[src/rtl/csi_rx_pkg.sv]
// CSI-2 receiver shared types.
// Sync byte value and lane lock states.
package csi_rx_pkg;

  localparam logic [7:0] SYNC_BYTE = 8'hB8;

  typedef enum logic {
    SEARCH = 1'b0,
    LOCKED = 1'b1
  } csi_rx_state_e;

endpackage

[src/rtl/csi_rx_sync_detect.sv]
// HS sync byte matcher over a 16-bit window.
// Lowest matching bit offset wins.
module csi_rx_sync_detect
  import csi_rx_pkg::*;
(
  input  logic [15:0] win,
  output logic        hit,
  output logic [2:0]  k
);

  // Scan high to low so the lowest offset is written last.
  always_comb begin
    hit = 1'b0;
    k   = 3'd0;
    for (int i = 7; i >= 0; i--) begin
      if (win[i +: 8] == SYNC_BYTE) begin
        hit = 1'b1;
        k   = 3'(i);
      end
    end
  end

endmodule

[src/rtl/csi_rx_byte_align.sv]
// Per-lane HS byte aligner and lock controller.
// Hunts the sync byte, locks the offset, forwards bytes.
module csi_rx_byte_align
  import csi_rx_pkg::*;
#(
  parameter int unsigned MAX_PKT_BYTES = 65535
) (
  input  logic       clk,
  input  logic       rst_n,
  input  logic       hs_en,
  input  logic       din_valid,
  input  logic [7:0] din,
  input  logic       pkt_done,
  output logic       dout_valid,
  output logic [7:0] dout,
  output logic       aligned,
  output logic [2:0] offset,
  output logic       timeout
);

  localparam logic [16:0] MAX_CNT = 17'(MAX_PKT_BYTES);

  csi_rx_state_e state_q, state_d;
  logic [7:0]  prev_q;
  logic [15:0] byte_cnt_q, byte_cnt_d;
  logic [2:0]  offset_q, offset_d;
  logic [7:0]  dout_q, dout_d;
  logic        dout_valid_q, dout_valid_d;
  logic        timeout_q, timeout_d;
  logic        aligned_q;

  logic [15:0] win;
  logic        hit;
  logic [2:0]  hit_k;
  logic [7:0]  lane_byte;
  logic        last_byte;

  assign win       = {din, prev_q};
  assign lane_byte = 8'(win >> offset_q);
  assign last_byte = ({1'b0, byte_cnt_q} + 17'd1) == MAX_CNT;

  csi_rx_sync_detect u_sync (
    .win (win),
    .hit (hit),
    .k   (hit_k)
  );

  always_comb begin
    state_d      = state_q;
    byte_cnt_d   = byte_cnt_q;
    offset_d     = offset_q;
    dout_d       = dout_q;
    dout_valid_d = 1'b0;
    timeout_d    = 1'b0;
    if (!hs_en) begin
      state_d = SEARCH;
    end else if (pkt_done && state_q == LOCKED) begin
      state_d = SEARCH;
    end else if (din_valid) begin
      unique case (state_q)
        SEARCH: begin
          if (hit) begin
            state_d    = LOCKED;
            offset_d   = hit_k;
            byte_cnt_d = 16'd0;
          end
        end
        LOCKED: begin
          dout_valid_d = 1'b1;
          dout_d       = lane_byte;
          if (!(&byte_cnt_q)) begin
            byte_cnt_d = byte_cnt_q + 16'd1;
          end
          // Runaway packet: last byte goes out with the pulse.
          if (last_byte) begin
            timeout_d = 1'b1;
            state_d   = SEARCH;
          end
        end
        default: state_d = SEARCH;
      endcase
    end
  end

  always_ff @(posedge clk) begin
    if (!rst_n) begin
      state_q      <= SEARCH;
      prev_q       <= 8'd0;
      byte_cnt_q   <= 16'd0;
      offset_q     <= 3'd0;
      dout_q       <= 8'd0;
      dout_valid_q <= 1'b0;
      timeout_q    <= 1'b0;
      aligned_q    <= 1'b0;
    end else begin
      state_q      <= state_d;
      byte_cnt_q   <= byte_cnt_d;
      offset_q     <= offset_d;
      dout_q       <= dout_d;
      dout_valid_q <= dout_valid_d;
      timeout_q    <= timeout_d;
      aligned_q    <= (state_d == LOCKED);
      if (!hs_en) begin
        prev_q <= 8'd0;
      end else if (din_valid) begin
        prev_q <= din;
      end
    end
  end

  assign dout_valid = dout_valid_q;
  assign dout       = dout_q;
  assign aligned    = aligned_q;
  assign offset     = offset_q;
  assign timeout    = timeout_q;

endmodule

[config.mk]
export PLATFORM = sky130hd
export DESIGN_NAME = csi_rx_byte_align
export DESIGN_NICKNAME = d
export VERILOG_FILES = /design/src/rtl/csi_rx_pkg.sv /design/src/rtl/csi_rx_sync_detect.sv /design/src/rtl/csi_rx_byte_align.sv
export SDC_FILE = /design/constraint.sdc
export NUM_CORES = 1
export LEC_CHECK = 0
export BUFFER_PORTS_ARGS = -buffer_cell sky130_fd_sc_hd__buf_2
export CELL_PAD_IN_SITES_DETAIL_PLACEMENT = 1
export CELL_PAD_IN_SITES_GLOBAL_PLACEMENT = 2
export CORE_MARGIN = 1
export CORE_UTILIZATION = 36
export DETAILED_ROUTE_END_ITERATION = 10
export PLACE_DENSITY_LB_ADDON = 0.1
export SYNTH_ARGS = -nofsm -noshare
export SYNTH_HDL_FRONTEND = slang
export SYNTH_SLANG_ARGS = --single-unit
[constraint.sdc]
create_clock -name clk -period 2.45 [get_ports clk]
set_clock_uncertainty 0.1 [all_clocks]
set_input_delay 0.3675 -clock clk [delete_from_list [all_inputs] [get_ports clk]]
set_output_delay 0.3675 -clock clk [all_outputs]
set_load 0.02 [all_outputs]
==> results.ini, run 1 <==
[outcome]
status=complete, no violations

[cells_and_area]
antennaDiodeCount=0
drive_gt1_share_pct=21.8
multiInputGateArea_mm2=0.00152
fillers=767
design_area_mm2=0.00270
final_util_pct=42.3
area_growth_pct=12.7
seqCellArea_um2=761
nets=298

[synthesis]
synthCells=263
yosys.area.top_type_share_pct=31.7
ys_seq_area_share_pct=31.7
synth.net_count=278
synth-seq-cells=38
syn-cell-area_mm2=0.00240
async_reset_ff_share_pct=0
yosysTopAreaCell=dfxtp_1
synth-edff-count=0
ys_top_cells_by_area=dfxtp_1 (32%), mux2i_1 (9.2%), mux4_2 (7.5%), nor2_1 (4.1%), a211oi_1 (3.1%)
ys.flop_type=dfxtp_1
ys_types=56
avgSynthCellArea_um2=9.12
synth_warnings=0

[global_routing]
grt_max_degree=21
gr-usage-all-layers_pct=18.9
grt_pass1_wl_mm=10.7
grt_pass1_vias=2071
grt-ovfl-total=0
antenna_found_initial=0

[cts]
cts_tree=built
ctsLongestPathBuffers=2
clk_pin_slew_ns=0.08
cts_hold_buf=0
cts_buffers=5
root_buffer=clkbuf_8
cts_sinks=38
htree_levels=2
post_cts_buffers=0
cts-resized-gates=0
clk_latency_ns=0.29

[min_path]
hp-class=input pin to flip-flop

[critical_path]
crit_path_start_kind=flip-flop
arrival_ns=2.32
critPathMaxStageDelay_ns=0.47
cp.required_ns=2.51
endpoint_kind=flip-flop
crit_type=flip-flop to flip-flop
crit_slowest_cell=dfxtp_1
crit_chain=nor4bb_1 > o21a_1 > o41ai_4 > o21ai_2 > buf_4 > a31oi_2
cp_max_fo=8
critPathBufInv=1
cp_top_family=compound AO/OA/AOI/OAI gates

[timing]
max_freq_mhz=441
setup_slack_ns=0.185
setup_viol=0
finalCritPeriodShare_pct=92.5
period_needed_ns=2.27
worst_slew_pin_slew_ns=0.487
finalSetupTns_ns=0
hold_viol_final=0
hold_ws_ns=0.223
final_max_slew_viol_count=0
rsz0062_at_grt=no
slew_headroom_pct=67.5

[drt]
via_per_inst=5.87
drt_wl_total_mm=6.21
drt_iter0_markers=86
postRouteAntennaNets=0
vias=2118
drt-wirelength-per-cell_um=17.2
drcViolationCount=0
first_pass_iters=4

[place]
place_hpwl_mm=4.61
dp_slack_ns=0.195
gp_congestion=0.810
placed_area_mm2=0.00259
numPortBuffers=26

[floorplanning]
die-area_mm2=0.00699
die_h_um=83.6
die_w_um=83.6
coreArea_mm2=0.00639
start_util_pct=37.5
pin_count=27
rows=29

[power_and_ir_drop]
p_leak_nw=0.880
ir_drop_mv=0.292
p_per_area_mw_per_mm2=459

[run]
cap_violations=0

-- per-stage QoR --
stage	total power [mW]	cells
final	1.24	361
after global routing	1.30	361
after CTS	1.26	361
after detailed placement	0.744	353
after global placement	0.744	353
after floorplan	0.705	263
-- worst paths after layout --
kind         cells past startpoint  slack, ns                        start                     endpoint
min reg2reg                      1       0.40  byte_cnt_q[15]$_SDFFE_PN0P_  byte_cnt_q[15]$_SDFFE_PN0P_
min                              3       0.22                       din[7]       prev_q[7]$_SDFFE_PN0P_
max reg2reg                      6       0.18       prev_q[6]$_SDFFE_PN0P_   byte_cnt_q[4]$_SDFFE_PN0P_
max                              6       0.18       prev_q[6]$_SDFFE_PN0P_   byte_cnt_q[4]$_SDFFE_PN0P_
-- kinds of logic after synthesis --
group	after synthesis	synth area share [%]
compound gates	70	21.9
fa+ha+maj	2	1.04
simple gates	93	22.6
mux	30	16.7
xor+xnor	3	1.10
buf+inv	27	4.96
flops	38	31.7
-- synth_stat cells, types with 6 or more instances --
cell      number
nand2_1       15
nor2_1        26
a21oi_1       11
nor4bb_1       6
clkbuf_1      11
nand4_1        6
a31oi_1        8
nor3_1         7
a211oi_1      10
o21ai_0       13
mux2i_1       22
buf_2          8
mux4_2         8
dfxtp_1       38
nand3_1        8
-- routing by layer --
| metal | global-route usage, % | vias up | wire [µm] |
|---|---|---|---|
| met4 | 5.39 | 0 | 106 |
| met1 | 29.0 | 1017 | 3480 |
| met2 | 26.3 | 38 | 2440 |
| li1 | - | 1054 | - |
| met3 | 4.06 | 9 | 187 |
| met5 | 0 | - | 0 |
-- worst min-delay path, stage by stage --
cell	delay [ns]
buf_2	0.08
mux2i_1	0.06
nor2_1	0.08
-- registers in the layout, summed over array words and instances (netlist names) --
name	cells
byte_cnt_q	16
dout	8
prev_q	8
offset	3
aligned	1
dout_valid	1
timeout	1
-- power by group --
group / leakage [nW] / total (mW) / internal (mW) / switching, mW
clock: 0.0575 / 0.512 / 0.284 / 0.227
sequential: 0.307 / 0.631 / 0.622 / 0.00881
combinational: 0.516 / 0.0980 / 0.0431 / 0.0549
total: 0.880 / 1.24 / 0.950 / 0.291
-- placed cells by master, fill, tap and decap left out, types with 3 or more instances in the layout --
master,count
a211oi_1,10
a21oi_1,11
a311oi_1,3
a31oi_1,8
and4bb_1,3
and4bb_2,3
buf_2,26
buf_4,9
clkbuf_8,8
dfxtp_1,38
inv_1,4
mux2i_1,22
mux4_2,8
nand2_1,15
nand3_1,8
nand4_1,6
nor2_1,26
nor3_1,7
nor4bb_1,6
o21a_1,4
o21ai_0,13
o31ai_1,3
-- layout make-up --
cell class,instances,area share (%)
multi-input cells,198,56.2
repair buffers,35,7.32
inverters,5,0.695
flip-flops and latches,38,28.2
clock buffers,8,4.08
well taps,77,3.57
Power figures use the tool's default switching activity.
==> run 2: changes to the inputs <==
- ABC_AREA: default -> 1
- CORE_UTILIZATION: 36 -> 31
==> run 2 against run 1 <==
Compared with the run above: utilization decreased by 5.5 points; first-iteration DRC count decreased by 30%; final cell count increased by 50%; critical endpoint is now aligned$_SDFFE_PP0P_; largest power group unchanged.
==> results.ini, run 2 <==
[outcome]
status=complete, no violations

[synthesis]
yosysMostFrequentCell=nand2_1
synth-seq-cells=38  ; unchanged
avgSynthCellArea_um2=6.11  ; -33%
synth_warnings=0  ; unchanged
ys_types=33  ; -41%
synth.net_count=426  ; +53%
async_reset_ff_share_pct=0  ; unchanged
yosys.area.top_type_share_pct=30.3  ; -1.5 points
syn-cell-area_mm2=0.00251  ; +4.8%
yosysTopAreaCell=dfxtp_1
ys_top_cells_by_area=dfxtp_1 (30%), nand2_1 (16%), nor2_1 (9.1%), inv_1 (6.7%), o21ai_0 (6.2%)
ys.flop_type=dfxtp_1
ys_seq_area_share_pct=30.3  ; -1.5 points
synthCells=411  ; +56%
ys_top_cells_by_count=nand2_1 (104), nor2_1 (61), inv_1 (45)
synth-edff-count=0  ; unchanged

[place]
placed_area_mm2=0.00274  ; +5.8%
numPortBuffers=26  ; unchanged
gp_congestion=0.868  ; +7.2%
place_hpwl_mm=5.99  ; +30%

[timing]
final_max_slew_viol_count=0  ; unchanged
hold_viol_final=0  ; unchanged
max_freq_mhz=467  ; +5.8%
period_needed_ns=2.14  ; -0.124 ns
finalSetupTns_ns=0  ; unchanged
slew_headroom_pct=57.1  ; -10 points
worst_slew_pin_slew_ns=0.643  ; +0.156 ns
rsz0062_at_grt=no
setup_viol=0  ; unchanged
finalCritPeriodShare_pct=87.4  ; -5.1 points

[cts]
clk_latency_ns=0.29  ; about the same
htree_levels=2  ; unchanged
ctsLongestPathBuffers=2  ; unchanged
clk_pin_slew_ns=0.08  ; about the same
post_cts_buffers=0  ; unchanged
cts_buffers=5  ; unchanged
cts_tree=built
root_buffer=clkbuf_8
cts_sinks=38  ; unchanged

[global_routing]
gr-usage-all-layers_pct=20.1  ; +1.2 points
antenna_found_initial=0  ; unchanged
grt_pass1_wl_mm=13.6  ; +27%
grt_pass1_vias=2878  ; +39%
grt_max_degree=27  ; +29%
grt-ovfl-total=0  ; unchanged

[power_and_ir_drop]
p_sw_share_pct=26.1  ; +2.7 points
ir_drop_mv=0.165  ; -44%
p_per_area_mw_per_mm2=455  ; -0.97%
power_frac_seq_pct=49.4  ; -1.5 points
intPower_mw=0.961  ; +1.1%
pwr-share-clk_pct=42.2  ; +1.0 points
p_leak_nw=1.21  ; +37%
combPwrFrac_pct=8.5  ; +0.6 points
p_sw_mw=0.340  ; +17%

[drt]
drt_iter0_markers=60  ; -30%
via_per_inst=4.98  ; -15%
vias=2687  ; +27%
drt_wl_total_mm=7.77  ; +25%
drt-wirelength-per-cell_um=14.4  ; -16%
drcViolationCount=0  ; unchanged
postRouteAntennaNets=0  ; unchanged
first_pass_iters=4  ; unchanged

[cells_and_area]
regMostFlops=byte_cnt_q
layout_common_cells=nand2_1 (104), nor2_1 (61), inv_1 (45)
largest_reg_flops=16  ; unchanged
design_area_mm2=0.00286  ; +5.9%
drive_gt1_share_pct=14.6  ; -7.2 points
antennaDiodeCount=0  ; unchanged
nets=452  ; +52%
area_growth_pct=13.8
final_common_cell=nand2_1
fillers=1064  ; +39%

[critical_path]
crit_slowest_cell=dfxtp_1
r2r-start=byte_cnt_q[1]$_SDFFE_PN0P_
arrival_ns=2.23  ; -0.09 ns
ff2ff_path_depth=10  ; +4
crit_path_start_kind=flip-flop
crit_type=flip-flop to flip-flop
cp_common_cell=nand2_1
crit_chain=ha_1 > nand2_1 > nor2_1 > nand2_1 > xor2_1 > nand2_1 > nor2_1 > nand4_1 > nand2_1 > a21oi_1
r2r-end=aligned$_SDFFE_PP0P_
endpoint_kind=flip-flop
reg2reg_setup_slack_ns=0.31  ; +0.12 ns
critPathMaxStageDelay_ns=0.42  ; -0.05 ns
cp_max_fo=5  ; -3
cp.required_ns=2.54  ; +0.03 ns

[run]
cap_violations=0  ; unchanged

[min_path]
hold_end=prev_q[7]$_SDFFE_PN0P_
hp-class=input pin to flip-flop
min_from=din[7]
hold_depth=3  ; unchanged

[floorplanning]
die_h_um=92.0  ; +10%
die_w_um=92.0  ; +10%
die-area_mm2=0.00847  ; +21%
start_util_pct=32.3  ; -5.2 points
coreArea_mm2=0.00777  ; +22%
pin_count=27  ; unchanged
rows=32  ; +10%

[run 2: changes by cell type in the layout (fill, tap and decap cells not counted), sizes merged, moves of 17 or more]
cell,previous run,this run
nand2,15,112
inv,4,50
nor2,26,67
o21ai,14,45
mux2i,22,1
nand3,8,25
[run 2: power groups by stage]
stage	clock (mW)	combinational [mW]	sequential (mW)
after floorplan	0	0.0705	0.652
after global placement	0	0.111	0.656
after detailed placement	0	0.112	0.657
after CTS	0.577	0.113	0.642
after global routing	0.584	0.128	0.644
final	0.548	0.110	0.642
[run 2: cells by family (layout without fill, tap and decap cells)]
| logic type | count (synthesis) | in the layout | synth area share [%] |
|---|---|---|---|
| simple gates | 225 | 225 | 39.2 |
| buf+inv | 62 | 89 | 9.91 |
| fa+ha+maj | 2 | 2 | 0.996 |
| compound gates | 80 | 80 | 18.1 |
| xor+xnor | 3 | 3 | 1.05 |
| flops | 38 | 38 | 30.3 |
| mux | 1 | 1 | 0.398 |
[run 2: worst max path at each step]
stage,start,to,slack (ns),cells past startpoint
after global routing,byte_cnt_q[1]$_SDFFE_PN0P_,byte_cnt_q[6]$_SDFFE_PN0P_,0.04,10
after floorplan,byte_cnt_q[1]$_SDFFE_PN0P_,byte_cnt_q[4]$_SDFFE_PN0P_,0.69,11
after detailed placement,byte_cnt_q[1]$_SDFFE_PN0P_,byte_cnt_q[5]$_SDFFE_PN0P_,0.25,10
after CTS,byte_cnt_q[1]$_SDFFE_PN0P_,byte_cnt_q[5]$_SDFFE_PN0P_,0.23,10
final,byte_cnt_q[1]$_SDFFE_PN0P_,aligned$_SDFFE_PP0P_,0.31,10
after global placement,byte_cnt_q[1]$_SDFFE_PN0P_,byte_cnt_q[11]$_SDFFE_PN0P_,0.36,10
[run 2: layer usage]
layer	share of wire [%]	global-route usage (%)
met3	1.8	2.90
met1	44	22.5
met2	52	38.7
met5	0	0
met4	1.9	5.99
[run 2: stage by stage]
stage	setup WS (ns)	power (mW)	hold WS, ns	util [%]	std cells
2_1_floorplan	0.690	0.723	0.367	-	411
3_3_place_gp	0.355	0.768	0.377	35.3	532
3_5_place_dp	0.253	0.769	0.391	35.3	532
4_1_cts	0.227	1.33	0.246	36.7	540
5_1_grt	0.0425	1.36	0.278	36.8	540
6_report	0.308	1.30	0.256	36.8	540
[run 2: critical path: cells and delay by family (launching register included)]
| kind | cells | cell delay (ns) |
|---|---|---|
| compound gates | 1 | 0.05 |
| xor+xnor | 1 | 0.20 |
| fa+ha+maj | 1 | 0.26 |
| flops | 1 | 0.42 |
| simple gates | 7 | 1.00 |
[run 2: timing repair]
action                                  4_1_cts  5_1_grt
endpoints found under the setup margin        0        1
resized for setup                             0        1
hold buffers                                  0        0
[run 2: area by class of cell]
cell class	instances	area (µm²)	share of cell area, %
Clock buffer	5	68.8	2.41
Tap cell	102	128	4.46
Clock inverter	3	40.0	1.40
Timing Repair Buffer	30	160	5.60
Inverter	51	191	6.69
Multi-Input combinational cell	311	1510	52.8
Sequential cell	38	761	26.6
==> run 3: changes to the inputs <==
- CORE_UTILIZATION: 31 -> 30
==> run 3 against run 2 <==
Compared with the run above: worst setup slack lost 0.0078 ns; clock power up 26%; register-to-register slack is essentially flat; power grew 11%; critical path depth did not move; die area rose by 3.3%; global-route usage shrank 0.56 points; largest cell class unchanged; sequential cell count unchanged; sequential power about the same; fmax down 0.36%; final cell count is 0.56% higher.
==> results.ini, run 3 (synthesized netlist as in run 2, its figures left out) <==
[floorplanning]
die-area_mm2=0.00875  ; +3.3%
pin_count=27  ; unchanged
start_util_pct=30.7  ; -1.6 points
die_h_um=93.5  ; +1.6%
die_w_um=93.5  ; +1.6%
coreArea_mm2=0.00818  ; +5.3%
rows=33  ; +3.1%

[cells_and_area]
drive_gt1_share_pct=14.6  ; unchanged
largest_reg_flops=16  ; unchanged
final_common_cell=nand2_1
regMostFlops=byte_cnt_q
area_growth_pct=15.0
antennaDiodeCount=0  ; unchanged
layout_common_cells=nand2_1 (104), nor2_1 (61), inv_1 (45)
nets=452  ; unchanged

[drt]
postRouteAntennaNets=0  ; unchanged
first_pass_iters=4  ; unchanged
drt_wl_total_mm=7.75  ; -0.28%
drt_iter0_markers=30  ; -50%
vias=2706  ; +0.71%
drcViolationCount=0  ; unchanged
via_per_inst=4.98  ; +0.15%
drt-wirelength-per-cell_um=14.3  ; -0.83%

[timing]
final_max_slew_viol_count=0  ; unchanged
period_needed_ns=2.15  ; +0.00783 ns
setup_viol=0  ; unchanged
worst_slew_pin_slew_ns=0.669  ; +0.0259 ns
finalCritPeriodShare_pct=87.7  ; +0.32 points
slew_headroom_pct=55.3  ; -1.7 points
finalSetupTns_ns=0  ; unchanged
hold_viol_final=0  ; unchanged
setup_slack_ns=0.301  ; -0.00783 ns
rsz0062_at_grt=no
max_freq_mhz=465  ; -0.36%

[cts]
cts-resized-gates=0  ; unchanged
clk_pin_slew_ns=0.08  ; about the same
ctsLongestPathBuffers=2  ; unchanged
cts_sinks=38  ; unchanged
cts_tree=built
root_buffer=clkbuf_8
post_cts_buffers=0  ; unchanged
cts_buffers=5  ; unchanged
clk_latency_ns=0.30  ; about the same
cts_hold_buf=0  ; unchanged
htree_levels=2  ; unchanged

[critical_path]
critPathMaxStageDelay_ns=0.41  ; about the same
critPathBufInv=1  ; +1
ff2ff_path_depth=10  ; unchanged
cp.required_ns=2.55  ; about the same
cp_top_family=simple AND/OR/NAND/NOR gates
crit_chain=ha_1 > nand3_2 > nor2_2 > nand2_1 > nor2_1 > nand3_1 > nand2_4 > inv_1 > nor2_1 > nor2_1
r2r-end=byte_cnt_q[11]$_SDFFE_PN0P_
cp_common_cell=nor2_1
r2r-start=byte_cnt_q[1]$_SDFFE_PN0P_
arrival_ns=2.24  ; about the same
crit_path_start_kind=flip-flop
crit_slowest_cell=dfxtp_1
endpoint_kind=flip-flop
reg2reg_setup_slack_ns=0.30  ; about the same
cp_max_fo=26  ; +21
crit_type=flip-flop to flip-flop

[outcome]
status=complete, no violations

[power_and_ir_drop]
ir_drop_mv=0.184  ; +11%
p_leak_nw=1.22  ; +0.85%
p_per_area_mw_per_mm2=499  ; +9.7%

[place]
dp_slack_ns=0.272  ; +0.0198 ns
place_hpwl_mm=5.97  ; -0.35%
gp_congestion=0.869  ; +0.16%
numPortBuffers=26  ; unchanged

[min_path]
hold_end=prev_q[7]$_SDFFE_PN0P_
hp-class=input pin to flip-flop
hold_depth=3  ; unchanged
min_from=din[7]

[global_routing]
gr-usage-all-layers_pct=19.5  ; -0.56 points
grt_pass1_vias=2728  ; -5.2%
antenna_found_initial=0  ; unchanged
grt_max_degree=27  ; unchanged
grt-ovfl-total=0  ; unchanged
grt_pass1_wl_mm=13.3  ; -2.1%

[run]
cap_violations=0  ; unchanged

-- run 3: worst max-delay path by stage --
stage | start | cells after the start | endpoint
3_5_place_dp | byte_cnt_q[1]$_SDFFE_PN0P_ | 10 | byte_cnt_q[3]$_SDFFE_PN0P_
5_1_grt | byte_cnt_q[1]$_SDFFE_PN0P_ | 10 | byte_cnt_q[0]$_SDFFE_PN0P_
2_1_floorplan | byte_cnt_q[1]$_SDFFE_PN0P_ | 11 | byte_cnt_q[4]$_SDFFE_PN0P_
4_1_cts | byte_cnt_q[1]$_SDFFE_PN0P_ | 10 | byte_cnt_q[6]$_SDFFE_PN0P_
3_3_place_gp | din[1] | 14 | byte_cnt_q[0]$_SDFFE_PN0P_
6_report | byte_cnt_q[1]$_SDFFE_PN0P_ | 10 | byte_cnt_q[11]$_SDFFE_PN0P_
-- run 3: cell type report --
cell class	instances	area, µm²
Fill cell	1094	5290
Clock inverter	2	60.1
Clock buffer	6	82.6
Tap cell	105	131
Timing Repair Buffer	30	160
Inverter	51	191
Sequential cell	38	761
Multi-Input combinational cell	311	1500
-- run 3: power breakdown --
part	internal [mW]	total [mW]	switching [mW]	leakage, nW
Combinational	0.0339	0.110	0.0758	0.837
Clock	0.435	0.688	0.253	0.0714
Sequential	0.627	0.643	0.0156	0.307
Total	1.10	1.44	0.345	1.22
-- run 3: metal layers --
metal / GRT usage [%] / up-vias / wire (µm)
li1: - / 1381 / -
met1: 22.9 / 1273 / 3340
met2: 35.8 / 39 / 4010
met3: 2.76 / 13 / 194
met4: 7.18 / 0 / 201
met5: 0 / - / 0
-- run 3: metrics by stage --
step / utilization [%] / total power [mW] / area [µm²] / cells / hold WS [ns]
detailed placement: 33.6 / 0.769 / 2750 / 535 / 0.384
floorplan: - / 0.723 / 2510 / 411 / 0.367
global placement: 33.6 / 0.768 / 2750 / 535 / 0.378
CTS: 35.3 / 1.47 / 2890 / 543 / 0.272
global route: 35.3 / 1.51 / 2890 / 543 / 0.302
finish: 35.3 / 1.44 / 2890 / 543 / 0.287
-- run 3: worst register-to-register path: stages, from the launching register on --
cell	delay, ns
dfxtp_1	0.41
ha_1	0.26
nand3_2	0.11
nor2_2	0.20
nand2_1	0.10
nor2_1	0.09
nand3_1	0.13
nand2_4	0.30
inv_1	0.18
nor2_1	0.11
nor2_1	0.05
